`src/rtl/adders_pkg.sv`:
```
// Shared definitions for the adder family: controller states, default widths and
// the bit-index width used by the serial resolve stage.
package adders_pkg;

  typedef enum logic [1:0] {
    ACCUM   = 2'd0,
    RESOLVE = 2'd1,
    HOLD    = 2'd2
  } acc_state_e;

  localparam int unsigned DefaultWidth    = 4;
  localparam int unsigned DefaultAccWidth = 8;
  localparam int unsigned DefaultIdxWidth = $clog2(DefaultAccWidth);

  // Width of a counter that indexes every bit of an n-bit vector.
  function automatic int unsigned idx_width(input int unsigned n);
    return (n > 1) ? $clog2(n) : 1;
  endfunction

endpackage

```
`src/rtl/csa_row_3to2.sv`:
```
// Row of full adders compressing three vectors into unshifted sum and carry vectors.
module csa_row_3to2 #(
  parameter int unsigned N = 8
) (
  input  logic [N-1:0] a,
  input  logic [N-1:0] b,
  input  logic [N-1:0] cin,
  output logic [N-1:0] sum,
  output logic [N-1:0] carry
);

  for (genvar i = 0; i < N; i++) begin : g_fa
    full_adder u_fa (
      .a    (a[i]),
      .b    (b[i]),
      .cin  (cin[i]),
      .sum  (sum[i]),
      .cout (carry[i])
    );
  end

endmodule

```
`src/rtl/full_adder.sv`:
```
// One-bit full adder cell.
module full_adder (
  input  logic a,
  input  logic b,
  input  logic cin,
  output logic sum,
  output logic cout
);

  assign sum  = a ^ b ^ cin;
  assign cout = (a & b) | (a & cin) | (b & cin);

endmodule

```
`src/rtl/carry_save_accumulator.sv`:
```
// Streaming multi-operand adder: operands compressed into a carry-save pair, then
// resolved to binary by a bit-serial ripple pass when the group's last operand arrives.
module carry_save_accumulator
  import adders_pkg::*;
#(
  parameter int unsigned WIDTH     = DefaultWidth,
  parameter int unsigned ACC_WIDTH = DefaultAccWidth
) (
  input  logic                 clk,
  input  logic                 rst_n,
  input  logic                 in_valid,
  output logic                 in_ready,
  input  logic [WIDTH-1:0]     in_data,
  input  logic                 in_last,
  output logic                 out_valid,
  input  logic                 out_ready,
  output logic [ACC_WIDTH-1:0] out_sum,
  output logic                 out_ovf
);

  localparam int unsigned IdxW = idx_width(ACC_WIDTH);

  acc_state_e           state_q, state_d;
  logic [ACC_WIDTH-1:0] s_q, s_d;
  logic [ACC_WIDTH-1:0] c_q, c_d;
  logic [ACC_WIDTH-1:0] r_q, r_d;
  logic                 ovf_q, ovf_d;
  logic                 cy_q, cy_d;
  logic [IdxW-1:0]      idx_q, idx_d;

  logic [ACC_WIDTH-1:0] operand;
  logic [ACC_WIDTH-1:0] csa_sum;
  logic [ACC_WIDTH-1:0] csa_carry;
  logic                 ser_sum;
  logic                 ser_cout;

  assign operand = ACC_WIDTH'(in_data);

  csa_row_3to2 #(
    .N (ACC_WIDTH)
  ) u_csa (
    .a     (s_q),
    .b     (c_q),
    .cin   (operand),
    .sum   (csa_sum),
    .carry (csa_carry)
  );

  full_adder u_serial_fa (
    .a    (s_q[idx_q]),
    .b    (c_q[idx_q]),
    .cin  (cy_q),
    .sum  (ser_sum),
    .cout (ser_cout)
  );

  always_comb begin
    state_d = state_q;
    s_d     = s_q;
    c_d     = c_q;
    r_d     = r_q;
    ovf_d   = ovf_q;
    cy_d    = cy_q;
    idx_d   = idx_q;
    unique case (state_q)
      ACCUM: begin
        if (in_valid) begin
          s_d = csa_sum;
          // Carry vector is stored pre-shifted; its top bit would fall off the accumulator.
          c_d   = {csa_carry[ACC_WIDTH-2:0], 1'b0};
          ovf_d = ovf_q | csa_carry[ACC_WIDTH-1];
          if (in_last) begin
            state_d = RESOLVE;
            idx_d   = '0;
            cy_d    = 1'b0;
          end
        end
      end
      RESOLVE: begin
        r_d[idx_q] = ser_sum;
        cy_d       = ser_cout;
        idx_d      = idx_q + 1'b1;
        if (idx_q == IdxW'(ACC_WIDTH - 1)) begin
          ovf_d   = ovf_q | ser_cout;
          state_d = HOLD;
        end
      end
      HOLD: begin
        if (out_ready) begin
          s_d     = '0;
          c_d     = '0;
          r_d     = '0;
          ovf_d   = 1'b0;
          state_d = ACCUM;
        end
      end
      default: state_d = ACCUM;
    endcase
  end

  always_ff @(posedge clk or negedge rst_n) begin
    if (!rst_n) begin
      state_q <= ACCUM;
      s_q     <= '0;
      c_q     <= '0;
      r_q     <= '0;
      ovf_q   <= 1'b0;
      cy_q    <= 1'b0;
      idx_q   <= '0;
    end else begin
      state_q <= state_d;
      s_q     <= s_d;
      c_q     <= c_d;
      r_q     <= r_d;
      ovf_q   <= ovf_d;
      cy_q    <= cy_d;
      idx_q   <= idx_d;
    end
  end

  // Outputs are gated by state so the sticky overflow and partial result stay hidden.
  always_comb begin
    in_ready  = (state_q == ACCUM);
    out_valid = (state_q == HOLD);
    out_sum   = (state_q == HOLD) ? r_q : '0;
    out_ovf   = (state_q == HOLD) ? ovf_q : 1'b0;
  end

endmodule
```
`config.mk`:
```
export PLATFORM = sky130hd
export DESIGN_NAME = carry_save_accumulator
export DESIGN_NICKNAME = d
export VERILOG_FILES = /design/src/rtl/adders_pkg.sv /design/src/rtl/csa_row_3to2.sv /design/src/rtl/full_adder.sv /design/src/rtl/carry_save_accumulator.sv
export SDC_FILE = /design/constraint.sdc
export NUM_CORES = 1
export LEC_CHECK = 0
export ABC_AREA = 0
export CAP_MARGIN = 25
export CORE_ASPECT_RATIO = 1.1
export CORE_UTILIZATION = 35
export DETAILED_ROUTE_END_ITERATION = 10
export DONT_BUFFER_PORTS = 1
export PLACE_DENSITY = 0.54
export SLEW_MARGIN = 30
export SYNTH_ARGS = -nofsm -noshare
export SYNTH_HDL_FRONTEND = slang
export SYNTH_HIERARCHICAL = 1
export SYNTH_SLANG_ARGS = --single-unit
```
`constraint.sdc`:
```
create_clock -name clk -period 2.35 [get_ports clk]
set_input_delay 0.3525 -clock clk [delete_from_list [all_inputs] [get_ports clk]]
set_output_delay 0.3525 -clock clk [all_outputs]
set_load 0.1 [all_outputs]
```
== After elaboration in Yosys (flattened, before gate mapping) ==
Cells that the tools add are included.

* Output and inout bits: 11
* Word-level logic and storage cells: 103
* Flip-flop bits (word level): 31

* Mux-type cells: 30
* Add/subtract/negate cells: 1
* Reductions and logical operators: 11
* Magnitude comparators: 2
* Equality and inequality tests: 7
* Bitwise logic cells: 45

{| class="wikitable"
|+ Operator list
! cell !! number
|-
| $pmux W8 S2 || 3
|-
| $mux W8 || 4
|-
| $and A1 B1 Y1 || 19
|-
| $xor A1 B1 Y1 || 14
|-
| $or A1 B1 Y1 || 12
|-
| $mux W1 || 9
|-
| $bwmux W8 || 1
|-
| $mux W2 || 4
|-
| $reduce_and A4 Y1 || 2
|-
| $bmux W1 S3 || 2
|-
| $mux W3 || 2
|-
| $pmux W2 S3 || 1
|-
| $pmux W3 S2 || 1
|-
| $reduce_and A3 Y1 || 2
|-
| $reduce_bool A2 Y1 || 3
|-
| $lt A3 B4 Y1 const B || 1
|-
| $ne A2 B1 Y1 const B || 2
|-
| $ne A2 B2 Y1 const B || 2
|-
| $add A3 B1 Y3 const B || 1
|-
| $demux W1 S3 || 1
|-
| $eq A3 B3 Y1 const B || 1
|-
| $ge A3 B1 Y1 const B || 1
|-
| $pmux W1 S3 || 1
|-
| $reduce_bool A3 Y1 || 1
|-
| 6 further kinds || 6
|}

== Longest topological paths before layout ==
Gate-level depths: netlist of run 1.

* Word-level depth: 8
* Mapped depth: 8
* Mapped depth without buffers: 7

== Modules after synthesis ==
The synthesis of run 1 kept the hierarchy.

{| class="wikitable"
|+ By module, submodules not included
! module !! area each (um2) !! cells an instance !! times used !! sequential area each (um2)
|-
| carry_save_accumulator || 1,524.0 || 135 || 1 || 750.7
|-
| full_adder || 20.0 || 1 || 9 || 0.0
|}

== Worst setup path after synthesis of run 1 ==
Ideal clock, no wire load.

* Path type: reg2out
* Start point: reg state_q[0]
* End point: out out_ovf
* Cell stages (with the launch flop): 4
* Path slack: -0.518 ns
* Arrival time: 2.516 ns
* Cell sequence: dfrtp_1 -> nor2b_1 -> clkbuf_1 -> and2_1

* Word-level cells in the longest chain between the ends: 2

{| class="wikitable"
|+ Ends and longest elaborated chain
! element !! line !! RTL
|-
| from (decl) || carry_save_accumulator.sv:23 || <nowiki>acc_state_e state_q, state_d;</nowiki>
|-
| from (signal assigned) || carry_save_accumulator.sv:111 || <nowiki>state_q <= state_d;</nowiki>
|-
| $eq A2 B2 Y1 || -- ||
|-
| net out_valid || carry_save_accumulator.sv:15 || <nowiki>output logic out_valid,</nowiki>
|-
| $mux W1 || carry_save_accumulator.sv:126 || <nowiki>out_ovf = (state_q == HOLD) ? ovf_q : 1'b0;</nowiki>
|-
| to (decl) || carry_save_accumulator.sv:18 || <nowiki>output logic out_ovf</nowiki>
|}

The timed path passes the listed nets, and every way through them passes these cells.

== Worst setup path in the final report of run 1 ==
* Start point: reg idx_q[2]
* End point: reg ovf_q

* Word-level cells in the longest chain between the ends: 8

{| class="wikitable"
|+ Ends and longest elaborated chain
! element !! line !! RTL
|-
| from (decl) || carry_save_accumulator.sv:29 || <nowiki>logic [IdxW-1:0] idx_q, idx_d;</nowiki>
|-
| from (signal assigned) || carry_save_accumulator.sv:117 || <nowiki>idx_q <= idx_d;</nowiki>
|-
| $bmux W1 S3, on equally long branches || carry_save_accumulator.sv:50, carry_save_accumulator.sv:51 ||
|-
| $mux W1, on equally long branches || carry_save_accumulator.sv:50, carry_save_accumulator.sv:51 ||
|-
| $and A1 B1 Y1 || full_adder.sv:11 || <nowiki>assign cout = (a & b) | (a & cin) | (b & cin);</nowiki>
|-
| $or A1 B1 Y1 || full_adder.sv:11 ||
|-
| $or A1 B1 Y1 * || full_adder.sv:11 ||
|-
| net ser_cout || carry_save_accumulator.sv:35 || <nowiki>logic ser_cout;</nowiki>
|-
| $or A1 B1 Y1 * || carry_save_accumulator.sv:84 || <nowiki>ovf_d = ovf_q | ser_cout;</nowiki>
|-
| $mux W1 * || carry_save_accumulator.sv:83 || <nowiki>if (idx_q == IdxW'(ACC_WIDTH - 1)) begin</nowiki>
|-
| $pmux W1 S3 * || carry_save_accumulator.sv:65 || <nowiki>unique case (state_q)</nowiki>
|-
| to (signal assigned) || carry_save_accumulator.sv:115 || <nowiki>ovf_q <= ovf_d;</nowiki>
|-
| to (decl) || carry_save_accumulator.sv:27 || <nowiki>logic ovf_q, ovf_d;</nowiki>
|}

Mark *: on every way through the listed nets, which the timed path passes. The rest lies on a longest branch. The select of a mux whose other input is x is not followed.
A chain may end at the register's enable or synchronous reset.

==> results.txt, run 1 <==
Share of Yosys cell area claimed by the top area cell type: 0.441. The library cells used most frequently in the layout, excluding fill and tap cells, are 29 x sky130_fd_sc_hd__dfrtp_1, 17 x sky130_fd_sc_hd__a22o_1, 13 x sky130_fd_sc_hd__nand2_1, 10 x sky130_fd_sc_hd__buf_12. The cell at the root of the clock tree is sky130_fd_sc_hd__clkbuf_8. Number of hold-slack violations in the final timing report: 0. In this run, synthesis inferred 0 flip-flops with an integrated enable. The first global-routing pass estimated 6.03 mm of wire. The die span in x is 68.5 um, and the total design power is 2860 uW. In this run the static leakage power is 0.00100 uW.

Across the routed clock network, the largest skew measured is 0.00497 ns. TritonCTS built the clock tree. The overall track demand over capacity in global routing came out at 0.164. End of the worst register-to-register path: ovf_q. The tools report the post-detailed-route DRC marker count as 0. After synthesis, the cell types taking the most area are sky130_fd_sc_hd__dfrtp_1 44%, sky130_fd_sc_hd__fa_1 11%, sky130_fd_sc_hd__a22o_1 8.7%. The floorplan step defined a die boundary enclosing 5150 um2. The average wire length per cell after detail routing is 15.5 um.

Highest attainable clock frequency: 0.450 GHz. Post-route non-filler standard cell count: 223. Data on the critical path is required at its endpoint by 2.49 ns. The register-to-register setup slack is 0.13 ns, and the number of standard-cell rows in the floorplan is 26. The worst register-to-register path begins at idx_q[2]. Top fanout value on the critical path: 5. Power spread over the standard cell area amounts to 1350 nW/um2. Max-cap violations in this run came to 0. The portion of the clock cycle consumed by the worst path in the final layout was 0.947. The sum of negative setup slack was 0 ns; the clock-pin slew on the worst setup and hold paths was 0.06 ns. In the final layout, the multi-input gates occupy 918 um2.

The initial antenna violation count came out at 0. The min-delay analysis places its worst path in the category in2reg. STA classifies the critical path startpoint as a flip-flop. The tools report the final design area excluding fillers as 2120 um2. The final number of setup-violating endpoints came out at 0.

Maximum VDD drop: 0.00103 V. TritonCTS created 5 clock buffers. The tools report the register area as 752 um2. The data arrival time of the worst path was 2.37 ns.

The number of fillers in the final layout is 424, and the overall overflow remaining after global route is 0. Clock latency at the later pin of the worst-skew pair: 0.28 ns. The instance count along the most critical hold path works out to 1. STA classifies the critical path endpoint as a flip-flop. The count of state elements after synthesis was 30; the setup fix buffers added after clock tree synthesis was 0. At the pin with the least slew margin, the transition time is 0.671 ns.

Summing every instance area after synthesis gives 1700 um2. The relative slew slack came out at 0.553. Leaving out fill and tap cells, the most frequent cell in the layout is sky130_fd_sc_hd__dfrtp_1. Summing over every cut layer, the via total after detailed routing is 1,185.

The placeable core region came out at 4650 um2. The post-synthesis to final-layout area growth was 24.4%. For the detailed placement HPWL, the log shows 2.48 mm.

The initial core utilization is 0.366. The Yosys step of the flow raised 6 warnings. The number of pins exceeding their max-slew limit in the final report was 0; the instance area at placement was 1990 um2.

The arithmetic-cell share of the synthesized area counting full adders, half adders and majority gates is 0.120, and the number of I/O port buffers is 0. In this run the number of H-tree levels came out at 2. sky130_fd_sc_hd__dfrtp_1 takes more of the synthesized area than any other cell. On the critical path, the stage with the largest delay is an instance of sky130_fd_sc_hd__dfrtp_1. The tools report the startpoint of the most critical hold path as out_ready. The combinational family with the most area after synthesis is compound AO/OA/AOI/OAI gates.

The clock period could shrink to 2.22 ns. Global placer's final weighted congestion: 0.854. The post-detailed-routing wire length came out at 3.45 mm. The first detailed-routing pass took 4 iterations. The largest incremental delay on the critical path works out to 0.42 ns. Once placement completed, the tool counted placed cells totaling 213. The detailed router finished its first iteration with 41 violations.

The flow ran to the end, and the final reports show no timing, DRC or antenna violations. The number of antenna diodes in the final layout is 0. Once detail routing completed, the nets flagged for antenna violations numbered 0.

The setup path with the least slack is of type reg2reg. The share of synthesized cell area in and, or, nand and nor gates is 0.152, and the proportion of layout cells with a drive suffix above 1 is 0.275. From bottom edge to top edge, the die measures 75.2 um.

The mux cell area share after synthesis is 0.0734. The clock passes through at most 2 buffers. After detailed routing, the number of vias per cell comes to 5.31. The compound-gate portion of the synthesized area was 0.167; the share of synthesized area occupied by flip-flops and latches was 0.441.

The critical path goes through mux2_2 > a221oi_1 > nor2_1 > fa_1 > mux2_2 > a21oi_2 > a221oi_2. Dividing the synthesized area by the synthesized cell count gives 11.8 um2. Entering global routing, the biggest net connects 31 pins. 20 I/O pins were placed. The async set-or-reset flop fraction in the synthesized netlist was 1.00; the number of instances in the synthesized netlist was 144. The tree built by TritonCTS fans out to 30 sinks. The synthesized-area fraction occupied by xor and xnor cells was 0. The tools report the number of global-route vias before repair as 1,259. Top flip-flop cell by instance count after synthesis: sky130_fd_sc_hd__dfrtp_1.

The worst hold path terminates at ovf_q. Counting distinct cell types in the post-synthesis netlist gives 38. At the end of the flow, the number of nets in the layout was 186.

Across all hold checks on the routed design, the worst slack comes to 0.150 ns. Setup repair after global routing left no endpoint under its margin. Counting cells, the worst reg-to-reg path comes to 7. The most numerous cell on the critical path was sky130_fd_sc_hd__mux2_2.
[cells in the mapped netlist, types with 2 or more instances]
library cell               instances
sky130_fd_sc_hd__dfrtp_1          30
sky130_fd_sc_hd__a22o_1           17
sky130_fd_sc_hd__nand2_1          13
sky130_fd_sc_hd__and2_1           10
sky130_fd_sc_hd__fa_1              9
sky130_fd_sc_hd__mux2i_1           8
sky130_fd_sc_hd__inv_1             5
sky130_fd_sc_hd__nor2_1            5
sky130_fd_sc_hd__nand3_1           4
sky130_fd_sc_hd__buf_2             3
sky130_fd_sc_hd__nor2b_1           3
sky130_fd_sc_hd__a211oi_1          2
sky130_fd_sc_hd__a21o_1            2
sky130_fd_sc_hd__a221oi_1          2
sky130_fd_sc_hd__and2b_1           2
sky130_fd_sc_hd__buf_4             2
sky130_fd_sc_hd__buf_6             2
sky130_fd_sc_hd__ha_1              2
sky130_fd_sc_hd__mux2_2            2
sky130_fd_sc_hd__nor3b_4           2
sky130_fd_sc_hd__o22ai_1           2
[where the power goes]
part           total, uW  internal, uW  switching (uW)
sequential          1040           760             276
clock                425           236             189
combinational       1400           656             742
total               2860          1650            1210
[layer usage]
| layer | track usage | vias to the layer above | wire length [um] |
|---|---|---|---|
| li1 | - | 554 | - |
| met1 | 0.211 | 597 | 1550 |
| met2 | 0.246 | 27 | 1670 |
| met3 | 0.0561 | 7 | 154 |
| met4 | 0.0787 | 0 | 72 |
| met5 | 0 | - | 0 |
[final cells by class]
| class | count | area share |
|---|---|---|
| timing repair buffer | 19 | 0.127 |
| clock buffer | 7 | 0.0407 |
| sequential | 30 | 0.355 |
| multi-input combinational | 105 | 0.433 |
| tap | 56 | 0.0330 |
| clock inverter | 1 | 0.00236 |
| inverter | 5 | 0.00885 |
[flip-flops by register name, indices dropped and copies added, names as in the netlist]
signal and flops:
ovf_q 1, c_q 7, r_q 8, s_q 8
cy_q 1, idx_q 3, state_q 2
[what timing repair did]
action | 4_1_cts | 5_1_grt
hold endpoints to repair | 30 | 0
gates resized for setup | 0 | 3
hold buffers | 2 | 0
setup endpoints to repair | 0 | 1
[through the flow]
step                utilization  setup WS [ns]
finish                    0.456          0.126
floorplan                     -          0.164
CTS                       0.454         0.0464
global placement          0.428          0.118
global route              0.456         0.0121
detailed placement        0.428         0.0547
[critical path: cells and delay by family (launching register included)]
kind	cells	cell delay [ns]
mux	2	0.63
fa+ha+maj	1	0.41
flops	1	0.42
compound gates	3	0.52
simple gates	1	0.10
[worst max-delay path by stage]
stage / from / endpoint / slack [ns]
5_1_grt: idx_q[0] / ovf_q / 0.01
4_1_cts: idx_q[1] / ovf_q / 0.05
3_3_place_gp: idx_q[1] / ovf_q / 0.12
2_1_floorplan: state_q[0] / in_ready / 0.16
6_report: idx_q[2] / ovf_q / 0.13
3_5_place_dp: idx_q[1] / ovf_q / 0.05
[kinds of logic (layout without fill, tap and decap cells)]
| family | Yosys count | in the layout |
|---|---|---|
| buffers and inverters | 13 | 32 |
| DFF | 30 | 30 |
| muxes | 11 | 11 |
| AOI/OAI and AO/OA | 34 | 34 |
| other | 1 | 5 |
| and+or+nand+nor | 44 | 44 |
| adders and majority gates | 11 | 11 |
(Power assumes the default switching activity.)
==> run 2, diff against run 1 <==
==> constraint.sdc (replaced) <==
create_clock -name clk -period 2.5 [get_ports clk]
set_input_delay 0.375 -clock clk [delete_from_list [all_inputs] [get_ports clk]]
set_output_delay 0.375 -clock clk [all_outputs]
set_load 0.1 [all_outputs]
==> results.txt, run 2 (synthesized netlist as in run 1, its figures left out) <==
The logs give 20 for the number of top-level pins and 0.28 ns for the clock latency at the later pin of the worst-skew pair. The tools report the setup fix buffers added after clock tree synthesis as 0. In the final layout, the registers with the most flip-flops are r_q x8, s_q x8, c_q x7. The worst setup path is launched from a flip-flop. Summing all multi-input logic gate instances after layout gives 898 um2. Actual transition at the worst max-transition pin: 0.736 ns. For the overall track demand over capacity in global routing, the log shows 0.159. The repair_antennas step left the layout with diodes totalling 0.

The first global-routing pass estimated 5.83 mm of wire. The register area came out at 752 um2. The logs give 1,171 for the total number of vias and 0 ns for the sum of negative setup slack. The die span in x was 68.5 um; the CTS sink count was 30. The tools report the relative slew slack as 0.509. The data required time of the worst path came out at 2.65 ns. The tools report the initial core utilization as 0.366. For the global placer's final weighted congestion, the log shows 0.844. For this run, the top clock speed supported by timing is 0.429 GHz. The detailed router finished its first iteration with 45 violations.

The area growth from synthesis to layout is 16.5%. The clock passes through at most 2 buffers. The length of the first detailed-routing pass in iterations is 4, and the utilization after layout is 0.427. Deepest level of the CTS H-tree: 2.

The portion of the clock cycle consumed by the worst path in the final layout is 0.932, and the time the final worst path needs with I/O delays and setup is 2.33 ns. The number of buffers created by CTS is 5, and the number of max-cap violations is 0. The path class of the tightest hold or removal check is in2reg.

The tools report the post-detailed-route count of antenna-violating nets as 0. The category of the critical setup timing path is reg2reg. In this run the static leakage power is 0.000960 uW. The core region is 4650 um2. On the final layout, the worst clock skew is 0.00417 ns. The library cells used most frequently in the layout, excluding fill and tap cells, are 29 x sky130_fd_sc_hd__dfrtp_1, 17 x sky130_fd_sc_hd__a22o_1, 14 x sky130_fd_sc_hd__buf_4, 13 x sky130_fd_sc_hd__nand2_1, 10 x sky130_fd_sc_hd__and2_1. The top fanout value on the critical path is 9, and the final number of setup-violating endpoints is 0. The element type at the critical path end was a flip-flop. IR analysis of the VDD net gives a maximum drop of 0.000735 V. The die covers 5150 um2.

Power density over the cells: 1310 nW/um2. Number of I/O port buffers: 0. The logs give 31 for the pin count of the biggest net entering global routing and 1,230 for the number of global-route vias before repair. The clock-pin slew on the worst setup and hold paths was 0.06 ns. At the end of the flow, the number of nets in the layout was 184. The initial antenna violation count is 0, and the post-detailed-routing wire length is 3.40 mm. The number of hold-slack violations in the final timing report is 0, and the number of standard-cell rows in the floorplan is 26.

The HPWL after detailed placement is 2.45 mm. After detailed routing, the number of vias per cell comes to 5.30. TritonCTS built the clock tree. The number of fillers in the final layout came out at 453. After detailed routing, the number of remaining DRC violations is 0. Leaving out fill and tap cells, the most frequent cell in the layout is sky130_fd_sc_hd__dfrtp_1.

The flow ran to the end, and the final reports show no timing, DRC or antenna violations. Dividing the detail-routed wire length by the instance count gives 15.4 um. The data arrival time of the worst path was 2.47 ns. The root buffer cell chosen for the clock tree is sky130_fd_sc_hd__clkbuf_8. The die is 75.2 um tall. The proportion of layout cells with a drive suffix above 1 works out to 0.200. The tools report the number of pins exceeding their max-slew limit in the final report as 0.

Setup repair after global routing left no endpoint under its margin. The overall overflow remaining after global route came out at 0.
run 2: changes by cell type in the layout (fill, tap and decap cells not counted):
cell,change
sky130_fd_sc_hd__and2_1,+9
sky130_fd_sc_hd__and2_2,-9
sky130_fd_sc_hd__buf_12,-8
sky130_fd_sc_hd__buf_4,+6
sky130_fd_sc_hd__a211oi_1,+1
sky130_fd_sc_hd__a211oi_2,-1
sky130_fd_sc_hd__a21oi_1,+1
sky130_fd_sc_hd__a21oi_2,-1
run 2: worst paths after layout:
path,startpoint,endpoint,depth (start not counted),slack (ns)
worst max register to register,idx_q[2],ovf_q,8,0.17
worst max-delay path,idx_q[2],ovf_q,8,0.17
worst min register to register,cy_q,cy_q,1,0.52
max in group asynchronous,rst_n,idx_q[1],2,1.79
min in group asynchronous,rst_n,r_q[0],2,0.53
worst min-delay path,out_ready,ovf_q,1,0.17
run 2: layout make-up:
| type | count | area share |
|---|---|---|
| inverters | 5 | 0.00945 |
| multi-input cells | 105 | 0.452 |
| well taps | 56 | 0.0353 |
| clock inverters | 1 | 0.00252 |
| flip-flops and latches | 30 | 0.379 |
| repair buffers | 17 | 0.0781 |
| clock buffers | 7 | 0.0435 |
run 2: metrics by stage:
stage / power [uW] / hold slack (ns) / cell area (um2) / worst slack [ns] / cells
floorplan: 1940 / 0.0794 / 1720 / 0.0875 / 148
global placement: 2160 / 0.0806 / 1860 / 0.167 / 211
detailed placement: 2220 / 0.0807 / 1860 / 0.121 / 211
CTS: 2640 / 0.162 / 1980 / 0.115 / 221
global route: 2860 / 0.160 / 1990 / 0.00135 / 221
finish: 2610 / 0.171 / 1990 / 0.171 / 221
run 2: what timing repair did:
item,CTS,global route
hold buffers,2,0
setup endpoints to repair,0,1
hold endpoints to repair,30,0
resized for setup,0,1
run 2: routing by layer:
metal  GRT usage  part of all wire
met3      0.0515             0.050
met5           0                 0
met4      0.0833             0.016
met2       0.225              0.47
met1       0.215              0.46
run 2: report_power, final:
part | internal (uW) | switching, uW | leakage, uW
Sequential | 714 | 263 | 0.000375
Clock | 222 | 176 | 0.0000482
Combinational | 572 | 662 | 0.000537
run 2: critical path: stages, from the launching register on:
cell and delay, ns:
sky130_fd_sc_hd__dfrtp_1 0.47, sky130_fd_sc_hd__buf_4 0.20, sky130_fd_sc_hd__and3_1 0.16, sky130_fd_sc_hd__a211oi_1 0.25, sky130_fd_sc_hd__o22ai_1 0.16, sky130_fd_sc_hd__fa_1 0.45, sky130_fd_sc_hd__mux2_2 0.27, sky130_fd_sc_hd__a21oi_1 0.17
sky130_fd_sc_hd__a221oi_2 0.07
==> run 3, diff against run 2 <==
--- a/config.mk
+++ b/config.mk
@@ -6,12 +6,12 @@
 export NUM_CORES = 1
 export LEC_CHECK = 0
 export ABC_AREA = 0
+export BUFFER_PORTS_ARGS = -buffer_cell sky130_fd_sc_hd__buf_4
 export CAP_MARGIN = 25
 export CORE_ASPECT_RATIO = 1.1
 export CORE_UTILIZATION = 35
 export DETAILED_ROUTE_END_ITERATION = 10
-export DONT_BUFFER_PORTS = 1
-export PLACE_DENSITY = 0.54
+export PLACE_DENSITY = 0.57
 export SLEW_MARGIN = 30
 export SYNTH_ARGS = -nofsm -noshare
 export SYNTH_HDL_FRONTEND = slang
==> constraint.sdc (replaced) <==
create_clock -name clk -period 2.5 [get_ports clk]
set_input_delay 0.25 -clock clk [delete_from_list [all_inputs] [get_ports clk]]
set_output_delay 0.25 -clock clk [all_outputs]
set_load 0.1 [all_outputs]
==> results.txt, run 3 (synthesized netlist as in run 1, its figures left out) <==
The flow ran to the end, and the final reports show no timing, DRC or antenna violations. The critical path contains buffers and inverters numbering 0 combined. The number of antenna diodes in the final layout is 0. The CTS sink count is 30. Traced cell by cell, the critical path runs through mux4_2 > nor2_1 > nor2_1 > fa_1 > mux2_2 > a21oi_1 > a221oi_2. The tools report the number of standard-cell rows in the floorplan as 26. In the layout the commonest cells are 30 x sky130_fd_sc_hd__dfrtp_1, 24 x sky130_fd_sc_hd__buf_4, 17 x sky130_fd_sc_hd__a22o_1, 13 x sky130_fd_sc_hd__nand2_1, 10 x sky130_fd_sc_hd__and2_1. The length of the first detailed-routing pass in iterations is 4, and the number of instances in the placed design is 220. The final layout contains 192 nets. IR analysis of the VDD net gives a maximum drop of 0.000681 V.

The tightest min-delay check is of the in2reg type. The logs give 2.56 mm for the detailed placement HPWL and 20 for the number of top-level pins. Category of the critical setup timing path: reg2reg.

The top fanout value on the critical path works out to 11. The DRC marker count from the first detailed-route iteration is 68. The kind of cell with the highest combined delay on the critical path is multiplexers.

The time the final worst path needs with I/O delays and setup came out at 2.34 ns. TritonCTS built the clock tree. In this run the remaining antenna-violating nets after routing total 0. The run gives 0 as the number of pins exceeding their max-slew limit in the final report.

The overall overflow remaining after global route is 0. The largest incremental delay on the critical path is 0.55 ns, and the die span in x is 68.5 um. In the final timing run, aggregate negative setup slack is 0 ns. The detailed router placed 1,227 vias in this run.

The deepest level of the CTS H-tree is 2. Static timing analysis puts the maximum clock frequency at 0.427 GHz. Before CTS, the worst setup slack after placement is 0.181 ns. For the clock latency at the later pin of the worst-skew pair, the log shows 0.28 ns. The region available for standard cell placement spans 4650 um2. The clock passes through at most 2 buffers. Setup repair after global routing left no endpoint under its margin. The final number of setup-violating endpoints is 0. Overall track demand over capacity in global routing: 0.163.

The number of global-route vias before repair was 1,215; the portion of the clock cycle consumed by the worst path in the final layout was 0.936. The relative slew slack was 0.554. For the number of hold buffers added after cts, the log shows 1. Once the clock tree was built, the resizer swapped 0 gates to a different size. Using the TritonRoute via totals, the vias-per-cell ratio works out to 5.36.

The clock skew is 0.00539 ns. The number of setup buffers added after CTS is 0. STA classifies the critical path startpoint as a flip-flop. The initial core utilization was 0.366; the initial antenna violation count was 0. The actual transition at the worst max-transition pin was 0.669 ns. In this run the vertical extent of the chip is 75.2 um.

For this design, the slowest cell found on the critical path is sky130_fd_sc_hd__mux4_2. The worst hold-check slack came out at 0.182 ns. The library cell used most frequently in the layout, excluding fill and tap cells, is sky130_fd_sc_hd__dfrtp_1. The number of clock buffers added by TritonCTS is 5. The logs give 0 for the number of max-cap violations and 5.91 mm for the first-pass GRT wire length. The die covers 5150 um2. The logs give 0.745 for the global placer's final weighted congestion and 31 for the pin count of the biggest net entering global routing. Relative to the synthesized area, the layout overhead comes to 18.2%. After clock tree synthesis, the clock-pin slew on the worst setup and hold paths is 0.07 ns. During placement, the flow inserted port buffers numbering 19. Setup slack closes at 0.159 ns. CTS placed an instance of sky130_fd_sc_hd__clkbuf_8 at the clock tree root.

For the worst setup path, the data required time is 2.66 ns. For the post-route non-filler standard cell count, the log shows 229. The worst setup path is captured at a flip-flop.

The run gives 0 as the number of hold-slack violations in the final timing report. The average wire length per cell after detail routing is 15.3 um, and the leakage power is 0.000992 uW. In this run the power density over the cells is 1320 nW/um2. The tools report the number of fillers in the final layout as 468. The largest registers in the layout are r_q x8, s_q x8, c_q x7. The run gives 0 as the post-detailed-route DRC marker count. The proportion of layout cells with a drive suffix above 1 works out to 0.220.

The cell that appears most often on the critical path is sky130_fd_sc_hd__nor2_1. The final layout contains routed wiring with a total length of 3.50 mm. For the worst setup path, the data arrival time is 2.50 ns.
[run 3: cell types whose count changed in the layout (fill, tap and decap cells not counted)]
cell,change
sky130_fd_sc_hd__dfrtp_2,-1
sky130_fd_sc_hd__nor2_1,+1
sky130_fd_sc_hd__buf_12,-2
sky130_fd_sc_hd__dfrtp_1,+1
sky130_fd_sc_hd__buf_4,+10
sky130_fd_sc_hd__nor2b_1,+1
sky130_fd_sc_hd__nor2b_2,-1
sky130_fd_sc_hd__nor2_2,-1
[run 3: area by class of cell]
cell class                      instances  area [um2]  area share
Multi-Input combinational cell        105         893       0.443
Sequential cell                        30         751       0.373
Timing Repair Buffer                   25         190      0.0944
Clock buffer                            7        86.3      0.0429
Tap cell                               56        70.1      0.0348
Inverter                                5        18.8     0.00932
Clock inverter                          1        5.00     0.00248
[run 3: final timing paths]
kind	slack [ns]	depth (start not counted)	start	to
setup / recovery	0.16	7	idx_q[1]	ovf_q
hold / removal	0.18	2	out_ready	ovf_q
setup reg to reg	0.16	7	idx_q[1]	ovf_q
hold reg to reg	0.51	1	cy_q	cy_q
max in group asynchronous	1.79	2	rst_n	r_q[5]
min in group asynchronous	0.43	2	rst_n	idx_q[1]
[run 3: worst reg2reg max path, delay by kind of cell (launching register included)]
kind	cells	cell delay, ns
multiplexers	2	0.83
flip-flops	1	0.52
adder cells (fa/ha/maj)	1	0.42
AO/OA/AOI/OAI	2	0.25
AND/OR/NAND/NOR	2	0.20
[run 3: report_power, final]
| group | total [uW] | internal, uW | switching [uW] |
|---|---|---|---|
| logic | 1270 | 588 | 686 |
| clock network | 405 | 222 | 183 |
| registers | 975 | 713 | 263 |
| total | 2650 | 1520 | 1130 |
[run 3: stage by stage]
step	instance area [um2]	total power (uW)	utilization
floorplan	1720	1940	-
global placement	1910	2210	0.411
detailed placement	1910	2270	0.411
CTS	2010	2680	0.433
global route	2010	2900	0.433
finish	2010	2650	0.433
[run 3: routing by layer]
layer	share of wire	up-vias	global-route usage
met2	0.48	33	0.234
li1	-	568	-
met1	0.44	614	0.211
met4	0.036	0	0.106
met5	0	-	0
met3	0.043	12	0.0500
